--- config.mk ---
export PLATFORM = sky130hd
export DESIGN_NAME = booth_seq_multiplier
export DESIGN_NICKNAME = d
export VERILOG_FILES = /design/src/rtl/mul_pkg.sv /design/src/rtl/booth_step.sv /design/src/rtl/booth_seq_multiplier.sv
export SDC_FILE = /design/constraint.sdc
export NUM_CORES = 1
export LEC_CHECK = 0
export ABC_AREA = 1
export CORE_ASPECT_RATIO = 0.5
export CORE_MARGIN = 1
export CORE_UTILIZATION = 48
export CTS_BUF_LIST = sky130_fd_sc_hd__clkbuf_2
export CTS_CLUSTER_DIAMETER = 30
export DETAILED_ROUTE_END_ITERATION = 10
export MAX_ROUTING_LAYER = met4
export PLACE_DENSITY = 0.71
export SKIP_LAST_GASP = 1
export SLEW_MARGIN = 30
export SYNTH_ARGS = -nofsm -noshare
export SYNTH_HDL_FRONTEND = slang
export SYNTH_SLANG_ARGS = --single-unit
--- constraint.sdc ---
create_clock -name clk -period 2.7 [get_ports clk]
set_input_delay 0.405 -clock clk [delete_from_list [all_inputs] [get_ports clk]]
set_output_delay 0.405 -clock clk [all_outputs]
set_load 0.03 [all_outputs]
--- src/rtl/mul_pkg.sv ---
// ============================================================================
// Package     : mul_pkg
// Description : Shared types and width/latency helpers for the sequential
//               Booth multiplier (FSM states, Booth recode selections).
// Revision    : 1.0 - initial release
// ============================================================================
`default_nettype none

package mul_pkg;

  // Controller states
  typedef enum logic [1:0] {
    IDLE = 2'd0,
    RUN  = 2'd1,
    DONE = 2'd2
  } state_e;

  // Partial-product selection produced by the Booth recoder
  typedef enum logic [2:0] {
    ZERO   = 3'd0,
    ADD_M  = 3'd1,
    SUB_M  = 3'd2,
    ADD_2M = 3'd3,
    SUB_2M = 3'd4
  } recode_e;

  // Extended operand width: one guard bit for radix-2, two for radix-4
  // (radix-4 consumes bit pairs, so the extended width must stay even).
  function automatic int ext_width(input int width, input bit radix4);
    return radix4 ? (width + 2) : (width + 1);
  endfunction

  // Number of Booth steps for the radix-2 build
  function automatic int steps_r2(input int width);
    return width + 1;
  endfunction

  // Number of Booth steps for the radix-4 build
  function automatic int steps_r4(input int width);
    return (width / 2) + 1;
  endfunction

  // Radix-2 recoding of {Q[0], q-1}
  function automatic recode_e recode_r2(input logic [1:0] bits);
    case (bits)
      2'b01:   return ADD_M;
      2'b10:   return SUB_M;
      default: return ZERO;
    endcase
  endfunction

  // Modified-Booth radix-4 recoding of {Q[1], Q[0], q-1}
  function automatic recode_e recode_r4(input logic [2:0] bits);
    case (bits)
      3'b001, 3'b010: return ADD_M;
      3'b011:         return ADD_2M;
      3'b100:         return SUB_2M;
      3'b101, 3'b110: return SUB_M;
      default:        return ZERO;
    endcase
  endfunction

endpackage

`default_nettype wire

--- src/rtl/booth_step.sv ---
// ============================================================================
// Module      : booth_step
// Description : One Booth iteration: recode the low multiplier bits, add or
//               subtract M / 2M into the accumulator, then arithmetic-shift
//               {A, Q, q-1} right by SH bits. Purely combinational.
// Revision    : 1.0 - initial release
// ============================================================================
`default_nettype none

module booth_step
  import mul_pkg::*;
#(
  parameter int X  = 9,
  parameter int SH = 1
) (
  input  logic [X+1:0] acc_i,
  input  logic [X-1:0] q_i,
  input  logic         qm1_i,
  input  logic [X-1:0] m_i,
  output logic [X+1:0] acc_o,
  output logic [X-1:0] q_o,
  output logic         qm1_o
);

  localparam int AW = X + 2;
  localparam int FW = AW + X + 1;

  recode_e               sel;
  logic [AW-1:0]         m1;
  logic [AW-1:0]         m2;
  logic [AW-1:0]         addend;
  logic [AW-1:0]         sum;
  logic [FW-1:0]         full;
  logic signed [FW-1:0]  shifted;

  generate
    if (SH == 2) begin : g_radix4
      assign sel = recode_r4({q_i[1], q_i[0], qm1_i});
    end else begin : g_radix2
      assign sel = recode_r2({q_i[0], qm1_i});
    end
  endgenerate

  // Sign-extended M and 2M in accumulator width; the two guard bits keep
  // +-2M of the most negative operand representable.
  assign m1 = {{2{m_i[X-1]}}, m_i};
  assign m2 = {m_i[X-1], m_i, 1'b0};

  // Select the partial product to accumulate this step
  always_comb begin
    addend = '0;
    case (sel)
      ADD_M:   addend = m1;
      SUB_M:   addend = ~m1 + 1'b1;
      ADD_2M:  addend = m2;
      SUB_2M:  addend = ~m2 + 1'b1;
      default: addend = '0;
    endcase
  end

  assign sum     = acc_i + addend;
  assign full    = {sum, q_i, qm1_i};
  assign shifted = $signed(full) >>> SH;

  assign acc_o = shifted[FW-1 -: AW];
  assign q_o   = shifted[X:1];
  assign qm1_o = shifted[0];

endmodule

`default_nettype wire

--- src/rtl/booth_seq_multiplier.sv ---
// ============================================================================
// Module      : booth_seq_multiplier
// Description : Iterative signed/unsigned Booth multiplier with valid/ready
//               handshakes on both sides. One Booth step per clock through a
//               shared add/sub/shift unit; product held until consumed.
//               Define BOOTH_RADIX4_EN for the radix-4 (2 bits per cycle)
//               build; default build is radix-2.
// Revision    : 1.0 - initial release
// ============================================================================
`default_nettype none

module booth_seq_multiplier
  import mul_pkg::*;
#(
  parameter int WIDTH = 8
) (
  input  logic               clk,
  input  logic               rst_n,
  input  logic               in_valid,
  output logic               in_ready,
  input  logic [WIDTH-1:0]   multiplicand,
  input  logic [WIDTH-1:0]   multiplier,
  input  logic               signed_mode,
  output logic               out_valid,
  input  logic               out_ready,
  output logic [2*WIDTH-1:0] product,
  output logic               busy
);

`ifdef BOOTH_RADIX4_EN
  localparam bit RADIX4 = 1'b1;
  localparam int STEPS  = steps_r4(WIDTH);
  localparam int SH     = 2;
`else
  localparam bit RADIX4 = 1'b0;
  localparam int STEPS  = steps_r2(WIDTH);
  localparam int SH     = 1;
`endif

  localparam int X  = ext_width(WIDTH, RADIX4);
  localparam int AW = X + 2;
  localparam int CW = $clog2(STEPS + 1);

  state_e               state_q, state_d;
  logic [AW-1:0]        acc_q, acc_d;
  logic [X-1:0]         q_q, q_d;
  logic                 qm1_q, qm1_d;
  logic [X-1:0]         m_q, m_d;
  logic [CW-1:0]        cnt_q, cnt_d;
  logic [2*WIDTH-1:0]   product_q, product_d;

  logic [AW-1:0]        step_acc;
  logic [X-1:0]         step_q;
  logic                 step_qm1;
  logic                 ext_m;
  logic                 ext_q;

  booth_step #(
    .X  (X),
    .SH (SH)
  ) u_step (
    .acc_i (acc_q),
    .q_i   (q_q),
    .qm1_i (qm1_q),
    .m_i   (m_q),
    .acc_o (step_acc),
    .q_o   (step_q),
    .qm1_o (step_qm1)
  );

  // Extension bit: sign bit in signed mode, zero in unsigned mode
  assign ext_m = signed_mode & multiplicand[WIDTH-1];
  assign ext_q = signed_mode & multiplier[WIDTH-1];

  // State, datapath and counter registers; reset discards any operation
  always_ff @(posedge clk or negedge rst_n) begin
    if (!rst_n) begin
      state_q   <= IDLE;
      acc_q     <= '0;
      q_q       <= '0;
      qm1_q     <= 1'b0;
      m_q       <= '0;
      cnt_q     <= '0;
      product_q <= '0;
    end else begin
      state_q   <= state_d;
      acc_q     <= acc_d;
      q_q       <= q_d;
      qm1_q     <= qm1_d;
      m_q       <= m_d;
      cnt_q     <= cnt_d;
      product_q <= product_d;
    end
  end

  // Next-state logic: accept in IDLE, iterate in RUN, hold result in DONE
  always_comb begin
    state_d   = state_q;
    acc_d     = acc_q;
    q_d       = q_q;
    qm1_d     = qm1_q;
    m_d       = m_q;
    cnt_d     = cnt_q;
    product_d = product_q;
    case (state_q)
      IDLE: begin
        if (in_valid) begin
          state_d = RUN;
          acc_d   = '0;
          qm1_d   = 1'b0;
          cnt_d   = CW'(STEPS);
          m_d     = {{(X-WIDTH){ext_m}}, multiplicand};
          q_d     = {{(X-WIDTH){ext_q}}, multiplier};
        end
      end
      RUN: begin
        acc_d = step_acc;
        q_d   = step_q;
        qm1_d = step_qm1;
        cnt_d = cnt_q - CW'(1);
        if (cnt_q == CW'(1)) begin
          state_d   = DONE;
          product_d = {step_acc[2*WIDTH-X-1:0], step_q};
        end
      end
      DONE: begin
        if (out_ready) begin
          state_d = IDLE;
        end
      end
      default: state_d = IDLE;
    endcase
  end

  assign in_ready  = (state_q == IDLE);
  assign out_valid = (state_q == DONE);
  assign busy      = (state_q != IDLE);
  assign product   = product_q;

endmodule

`default_nettype wire

======== After elaboration in Yosys (flattened, before gate mapping) ========
Cells that the tools add are included.
cells by class
  add/subtract/negate cells ............... 4
  eq/ne operators ......................... 12
  mux-type cells .......................... 14
  bitwise gates (word level) .............. 4
  reductions and logical operators ........ 7
operators by type and width
  cell                   number
  $pmux 11 s4            1
  $add 11x1->11 const B  2
  $not 11->11            2
  $pmux 11 s2            1
  $pmux 9 s2             1
  $add 11x11->11         1
  $mux 11                1
  $mux 9                 1
  $eq 2x2->1 const B     4
  $pmux 4 s2             1
  $eq 2x1->1 const B     3
  $mux 2                 3
  $pmux 2 s3             1
  $reduce_and 2->1       3
  $eq 4x1->1 const B     1
  $mux 4                 1
  $ne 2x2->1 const B     2
  $pmux 2 s2             1
  $reduce_bool 2->1      2
  $sub 4x1->4 const B    1
  $eq 2x3->1 const B     1
  $reduce_and 3->1       1
  $and 1x1->1            2
  $logic_not 2->1        1
  3 further kinds        3
word-level totals
  bits in registers ....................... 52
  input bits .............................. 21
  output and inout bits ................... 19
  logic and storage cells ................. 48

======== Depth between registers and ports, before layout ========
Gate-level depths: netlist (run 1).
  depth after elaboration ................. 6
  mapped depth ............................ 18
  mapped depth without buffers ............ 18

======== Cells and area by module ========
From an unflattened synthesis (run 1), not the netlist that was laid out.
unflattened totals
  cell total of the unflattened synthesis .. 420
  area total of the unflattened synthesis .. 3,193.1 um^2
by module, submodules not included
  module                instances  cells an instance  area each (um^2)  sequential area each (um^2)
  booth_seq_multiplier  1          250                2,197.1           1,301.2
  booth_step            1          170                996.0             0.0

======== Least setup slack after synthesis (run 1) ========
Ideal clock, no wire load.
  path kind ............................... reg-to-reg
  start point ............................. reg qm1_q
  end point ............................... reg acc_q[7]
  library setup time ...................... 0.123 ns
  arrival ................................. 2.279 ns
  required time ........................... 2.577 ns
  slack ................................... 0.298 ns
  cell stages (with the launch flop) ...... 16
  buffers on the path ..................... 1
  clock period less this slack ............ 2.402 ns
  cell sequence ........................... dfrtp_1 > inv_1 > ha_1 > clkbuf_1 > nor3_1 > ha_1 > inv_1 > fa_1 > inv_1 > nand3_1 > nand3_1 > nand4_1 > nand2_1 > a21oi_1 > o21ai_0 > nand2_1
on the way
  cells in the longest elaborated chain, start to end .. 6
  elaborated cells between the ends (all ways) .. 10
  those cells by class .................... add/sub: 1; eq/ne: 6; mux: 3
RTL lines
  what                                             RTL line                     source
  start, declared                                  booth_seq_multiplier.sv:47   logic qm1_q, qm1_d;
  start signal, assigned                           booth_seq_multiplier.sv:89   qm1_q <= qm1_d;
  $eq 2x2->1 / $eq 2x1->1 (equally long branches)  mul_pkg.sv:45                case (bits)
  $pmux 2 s2 *                                     mul_pkg.sv:45
  $eq 2x3->1 (tied with other cells)               booth_step.sv:52             case (sel)
  $pmux 11 s4 *                                    booth_step.sv:52
  $add 11x11->11 *                                 booth_step.sv:61             assign sum = acc_i + addend;
  $pmux 11 s2 *                                    booth_seq_multiplier.sv:105  case (state_q)
  end signal, assigned                             booth_seq_multiplier.sv:79   acc_q <= '0;
  end signal, assigned                             booth_seq_multiplier.sv:87   acc_q <= acc_d;
  end, declared                                    booth_seq_multiplier.sv:45   logic [AW-1:0] acc_q, acc_d;
Every way passes the cells marked *; elsewhere a longest branch is shown, timed or not.
A chain may end at the register's enable or synchronous reset.

======== Final worst setup path (run 1) ========
  start point ............................. reg qm1_q
  end point ............................... reg acc_q[4]
The elaborated chain is that of the path after synthesis.

==> results_dict.tcl, run 1 <==
set metrics [dict create \
    status "finished, violations left" \
    violations "design-rule violations" \
    yosys_warnings 0 \
    dieArea_mm2 0.00642 \
    r2r-end "acc_q[4]" \
    tritoncts "built" \
    syn_nets 410 \
    yosys.area.top_type "dfrtp_1" \
    diodes 0 \
    numCtsBuffers 5 \
    die_x_um 112 \
    critPathLaunchType "flop" \
    r2r-start "qm1_q" \
    stdcell_area_mm2 0.00361 \
    routed_wl_um 6900 \
    antenna_left 0 \
    power_density_mw_per_mm2 1320 \
    layout-drive-gt1-share 0.152 \
    grtUsageTotal 0.238 \
    worst_pin_slew_ns 0.545 \
    firstDrtPassIters 8 \
    synth_top_area_frac 0.437 \
    pre_cts_ws_ns 0.00267 \
    top_level_ports 40 \
    yosys-top-cells-area "dfrtp_1 (44%), nand2_1 (16%), ha_1 (6.9%), o21ai_0 (4.5%), inv_1 (4.4%)" \
    crit_type "reg -> reg" \
    gp_congestion 1.00 \
    rsz0062_at_grt "true" \
    layout.nets 466 \
    seq_area_frac_synth 0.437 \
    cts_max_level 2 \
    drc 6 \
    synth_area_per_cell_um2 7.85 \
    end_kind "flop" \
    clock_latency_ns 0.47 \
    synth_edf_count 0 \
    wl_per_cell_um 13.8 \
    synthesis.area_mm2 0.00292 \
    finalHoldViolCount 0 \
    ys_ff_latch 51 \
    coreArea_mm2 0.00566 \
    io_buffers 39 \
    cts_root_buf "clkbuf_2" \
    period_share 0.943 \
    async_reset_ff_frac 1.00 \
    grt_pass1_vias 2553 \
    grt_antenna_before_repair 0 \
    slew_violations 0 \
    rr_worst_depth 13 \
    syn_inst 372 \
    gr-total-overflow 0 \
    cp_max_fo 6 \
    relSlewSlack 0.637 \
    total_power_mw 4.77 \
    cts_buffer_depth 2 \
    via_count 2656 \
    dpl_cell_area_mm2 0.00339 \
    initial_core_util 0.516 \
    whs_ns 0.388 \
    worst_slack_ns 0.155 \
    required_ns 3.07 \
    leakage_nw 1.73 \
    cts_sinks 51 \
    via_per_inst 5.29 \
    rows 19 \
    min_period_ns 2.54 \
    max_cap_viol_count 0 \
    setup_viol_count_final 0 \
    synth_ff_type "dfrtp_1" \
    place_hpwl_um 4930 \
    r2r_slack_ns 0.16 \
    yosys.cell_types.count 34 \
    fin_skew_ns 0.0373 \
    grt_max_degree 28 \
    die_y_um 57.1 \
    grt_pass1_wl_um 11700 \
    clk_pin_slew_ns 0.31 \
    hp-class "in -> async" \
    fin_util 0.638 \
    ir_drop_mv 0.452 \
    arrival_ns 2.92 \
    fmax_mhz 393 \
    area_delta_synth_final_pct 23.7 \
    drt_iter0_markers 200 \
]
cell families (layout without fill, tap and decap cells):
family          count (synthesis)  in the layout  share of synthesized area
fa+ha+maj                      17             17                     0.0754
buf+inv                        47            104                     0.0699
xor+xnor                        4              4                     0.0120
flops                          51             51                      0.437
compound gates                 71             71                      0.147
simple gates                  182            182                      0.259
cells in the final DEF (no fill, tap or decap), drive strengths merged:
master	n
clkbuf	5
a21boi	1
o21ai	36
dfrtp	51
clkinvlp	1
nor2	29
nand4	1
a31oi	7
or2	1
inv	40
a21oi	13
ha	16
o31ai	1
a221oi	1
o22ai	4
nand3b	3
nor3	1
clkdlybuf4s50	38
nand2	126
o211ai	2
nand3	21
a22oi	6
xnor2	3
buf	18
dlygate4sd3	1
xor2	1
bufinv	1
fa	1
cell usage after synthesis, types with 2 or more instances:
library cell	n
xnor2_1	3
inv_2	4
dfrtp_1	51
buf_6	2
o21ai_2	8
inv_1	34
o21ai_0	26
o22ai_1	4
nor2_1	26
nand3b_1	3
buf_4	2
o21ai_1	2
buf_2	2
nand2_1	125
a31oi_1	7
ha_1	16
clkbuf_1	2
nand3_1	21
o211ai_1	2
a22oi_1	6
a21oi_1	13
area by class of cell:
class,count,area [um^2]
clock buffer,5,25.0
clock inverter,3,46.3
fill,515,2050
inverter,39,149
multi-input combinational,274,1500
sequential,51,1280
tap,73,91.3
timing repair buffer,57,523
registers in the layout, summed over array words and instances (netlist names):
register	count
q_q	9
acc_q	10
cnt_q	4
qm1_q	1
state_q	2
product	16
m_q	9
per-stage QoR:
stage,std cells,TNS [ns]
finish,502,0
global placement,482,0
CTS,491,0
detailed placement,482,0
global route,502,-0.224
floorplan,372,0
worst max-delay path, stage by stage, from the launching register on:
cell and delay (ns):
dfrtp_1 0.44, inv_1 0.12, ha_2 0.27, inv_1 0.13, a21oi_1 0.15, o21ai_0 0.12, a31oi_1 0.16, ha_1 0.25
a21oi_1 0.12, o21ai_0 0.22, a21oi_1 0.08, or2_2 0.29, nand3_1 0.07, nand2_1 0.05
power by group:
part / switching, mW / internal (mW) / leakage (nW)
clock network: 0.273 / 0.159 / 0.0396
logic: 1.77 / 1.17 / 1.05
registers: 0.268 / 1.12 / 0.639
total: 2.32 / 2.46 / 1.73
what timing repair did:
item,in CTS,in global routing
hold buffers,1,0
setup endpoints to repair,0,11
endpoints found under the hold margin,22,0
resized for setup,0,25
buffers inserted,0,11
metal layers:
metal	global-route usage	vias to the layer above	wire [um]
met5	-	-	0
met4	0.0743	0	140
met3	0.0478	17	507
met2	0.366	91	3020
met1	0.321	1223	3230
li1	-	1325	-
how the worst max path moves through the flow:
stage | start | end | depth (start not counted)
global route | qm1_q | acc_q[8] | 14
finish | qm1_q | acc_q[4] | 13
global placement | qm1_q | acc_q[7] | 15
detailed placement | qm1_q | acc_q[7] | 15
CTS | qm1_q | acc_q[7] | 15
floorplan | qm1_q | acc_q[7] | 15
Note: power is estimated with default switching activity, not from simulation.
==> run 2, diff against run 1 <==
--- a/config.mk
+++ b/config.mk
@@ -12,8 +12,8 @@
 export CTS_BUF_LIST = sky130_fd_sc_hd__clkbuf_2
 export CTS_CLUSTER_DIAMETER = 30
 export DETAILED_ROUTE_END_ITERATION = 10
+export DONT_BUFFER_PORTS = 1
 export MAX_ROUTING_LAYER = met4
-export PLACE_DENSITY = 0.71
 export SKIP_LAST_GASP = 1
 export SLEW_MARGIN = 30
 export SYNTH_ARGS = -nofsm -noshare
==> run 2 against run 1 <==
Net effect:
- the run still ends with design-rule violations left
- critical path depth rose by 1
- cell area decreased by 7.3%
- largest power group unchanged
- power is 3.3% lower
- clock power grew 3%
==> results_dict.tcl, run 2 (synthesized netlist as in run 1, its figures left out) <==
set metrics [dict create \
    initial_core_util 0.516 \
    finalHoldViolCount 0 \
    layout-drive-gt1-share 0.160 \
    slew_violations 0 \
    final_common_cell "nand2_1" \
    clk_pin_slew_ns 0.28 \
    grt_pass1_vias 2391 \
    period_share 0.942 \
    gp_congestion 0.900 \
    coreArea_mm2 0.00566 \
    required_ns 3.12 \
    power_density_mw_per_mm2 1380 \
    status "finished, violations left" \
    r2r-start "q_q[0]" \
    end_kind "flop" \
    cts_buffer_depth 2 \
    numCtsBuffers 5 \
    grtUsageTotal 0.243 \
    top_level_ports 40 \
    tritoncts "built" \
    total_power_mw 4.62 \
    setup_viol_count_final 0 \
    endpoint "acc_q[9]" \
    via_count 2521 \
    diodes 0 \
    via_per_inst 5.32 \
    place_hpwl_um 4930 \
    leakage_nw 1.65 \
    layout_common_cells "nand2_1 (125), dfrtp_1 (51), inv_1 (30)" \
    violations "design-rule violations" \
    max_cap_viol_count 0 \
    clock_latency_ns 0.48 \
    fill_cells 523 \
    io_buffers 0 \
    dieArea_mm2 0.00642 \
    layout.nets 438 \
    min_period_ns 2.54 \
    largest_reg_flops 16 \
    fin_skew_ns 0.0138 \
    r2r_slack_ns 0.16 \
    crit_start "q_q[0]" \
    cts_root_buf "clkbuf_2" \
    die_y_um 57.1 \
    grt_max_degree 52 \
    grt_antenna_before_repair 0 \
    cp_max_fo 10 \
    worst_pin_slew_ns 0.547 \
    fmax_mhz 393 \
    routed_wl_um 7030 \
    critPathLaunchType "flop" \
    rr_worst_depth 14 \
    drt_iter0_markers 197 \
    antenna_left 0 \
    firstDrtPassIters 9 \
    cts_max_level 2 \
    seq_area_mm2 0.00128 \
    wl_per_cell_um 14.8 \
    r2r-end "acc_q[9]" \
    grt_pass1_wl_um 11500 \
    drc 4 \
    cts_sinks 51 \
    area_delta_synth_final_pct 14.7 \
    multiInputGateArea_mm2 0.00150 \
    die_x_um 112 \
    rows 19 \
    relSlewSlack 0.634 \
    gr-total-overflow 0 \
    crit_type "reg -> reg" \
    arrival_ns 2.96 \
    ir_drop_mv 0.584 \
    hp-class "in -> reg" \
    timing.setup.tns_ns 0 \
]
-- run 2: per-layer routing --
layer | track usage | share of wire
met1 | 0.330 | 0.50
met5 | - | 0
met4 | 0.0571 | 0.0082
met2 | 0.376 | 0.44
met3 | 0.0531 | 0.048
-- run 2: worst min path at each step --
stage	endpoint	cells after the start	from	slack, ns
floorplan	acc_q[0]	0	rst_n	0.11
global placement	product[0]	0	rst_n	0.11
detailed placement	product[1]	0	rst_n	0.11
CTS	m_q[7]	2	multiplicand[7]	0.003
global route	q_q[7]	2	multiplier[7]	0.001
finish	m_q[7]	2	multiplicand[7]	0.03
-- run 2: critical path: stages, from the launching register on --
cell and delay, ns:
dfrtp_1 0.45, buf_4 0.15, ha_1 0.31, buf_4 0.18, a31oi_1 0.28, ha_2 0.27
buf_4 0.12, nand2_1 0.04, nor2_1 0.17, nand2_1 0.07, nor2_1 0.12, nand3b_1 0.13
nand3_1 0.08, nand3_1 0.08, nand2_1 0.05
-- run 2: power breakdown --
| group | leakage, nW | switching (mW) | internal (mW) | total (mW) |
|---|---|---|---|---|
| clock network | 0.0436 | 0.282 | 0.162 | 0.444 |
| logic | 0.967 | 1.56 | 1.02 | 2.58 |
| registers | 0.640 | 0.472 | 1.12 | 1.59 |
| total | 1.65 | 2.32 | 2.30 | 4.62 |
-- run 2: stage by stage --
stage | util | worst slack [ns] | instances | area (um^2) | hold WS, ns
after floorplan | - | 0.298 | 372 | 2920 | 0.109
after global placement | 0.533 | -0.227 | 445 | 3020 | 0.110
after detailed placement | 0.533 | -0.212 | 445 | 3020 | 0.111
after CTS | 0.566 | 0.0653 | 462 | 3200 | 0.00285
after global routing | 0.592 | -0.0109 | 474 | 3350 | 0.00132
final | 0.592 | 0.156 | 474 | 3350 | 0.0254
-- run 2: area by class of cell --
cell class / instances / area share
tap: 73 / 0.0273
inverter: 39 / 0.0445
clock buffer: 5 / 0.00748
multi-input combinational: 274 / 0.447
sequential: 51 / 0.381
timing repair buffer: 29 / 0.0781
clock inverter: 3 / 0.0142
-- run 2: what timing repair did --
item                                    CTS  global route
endpoints found under the setup margin    6             7
cloned                                    0             0
pin swaps                                 2             8
setup buffers                             2            10
gates resized for setup                   3            17
hold endpoints to repair                 56             2
hold buffers                              7             2
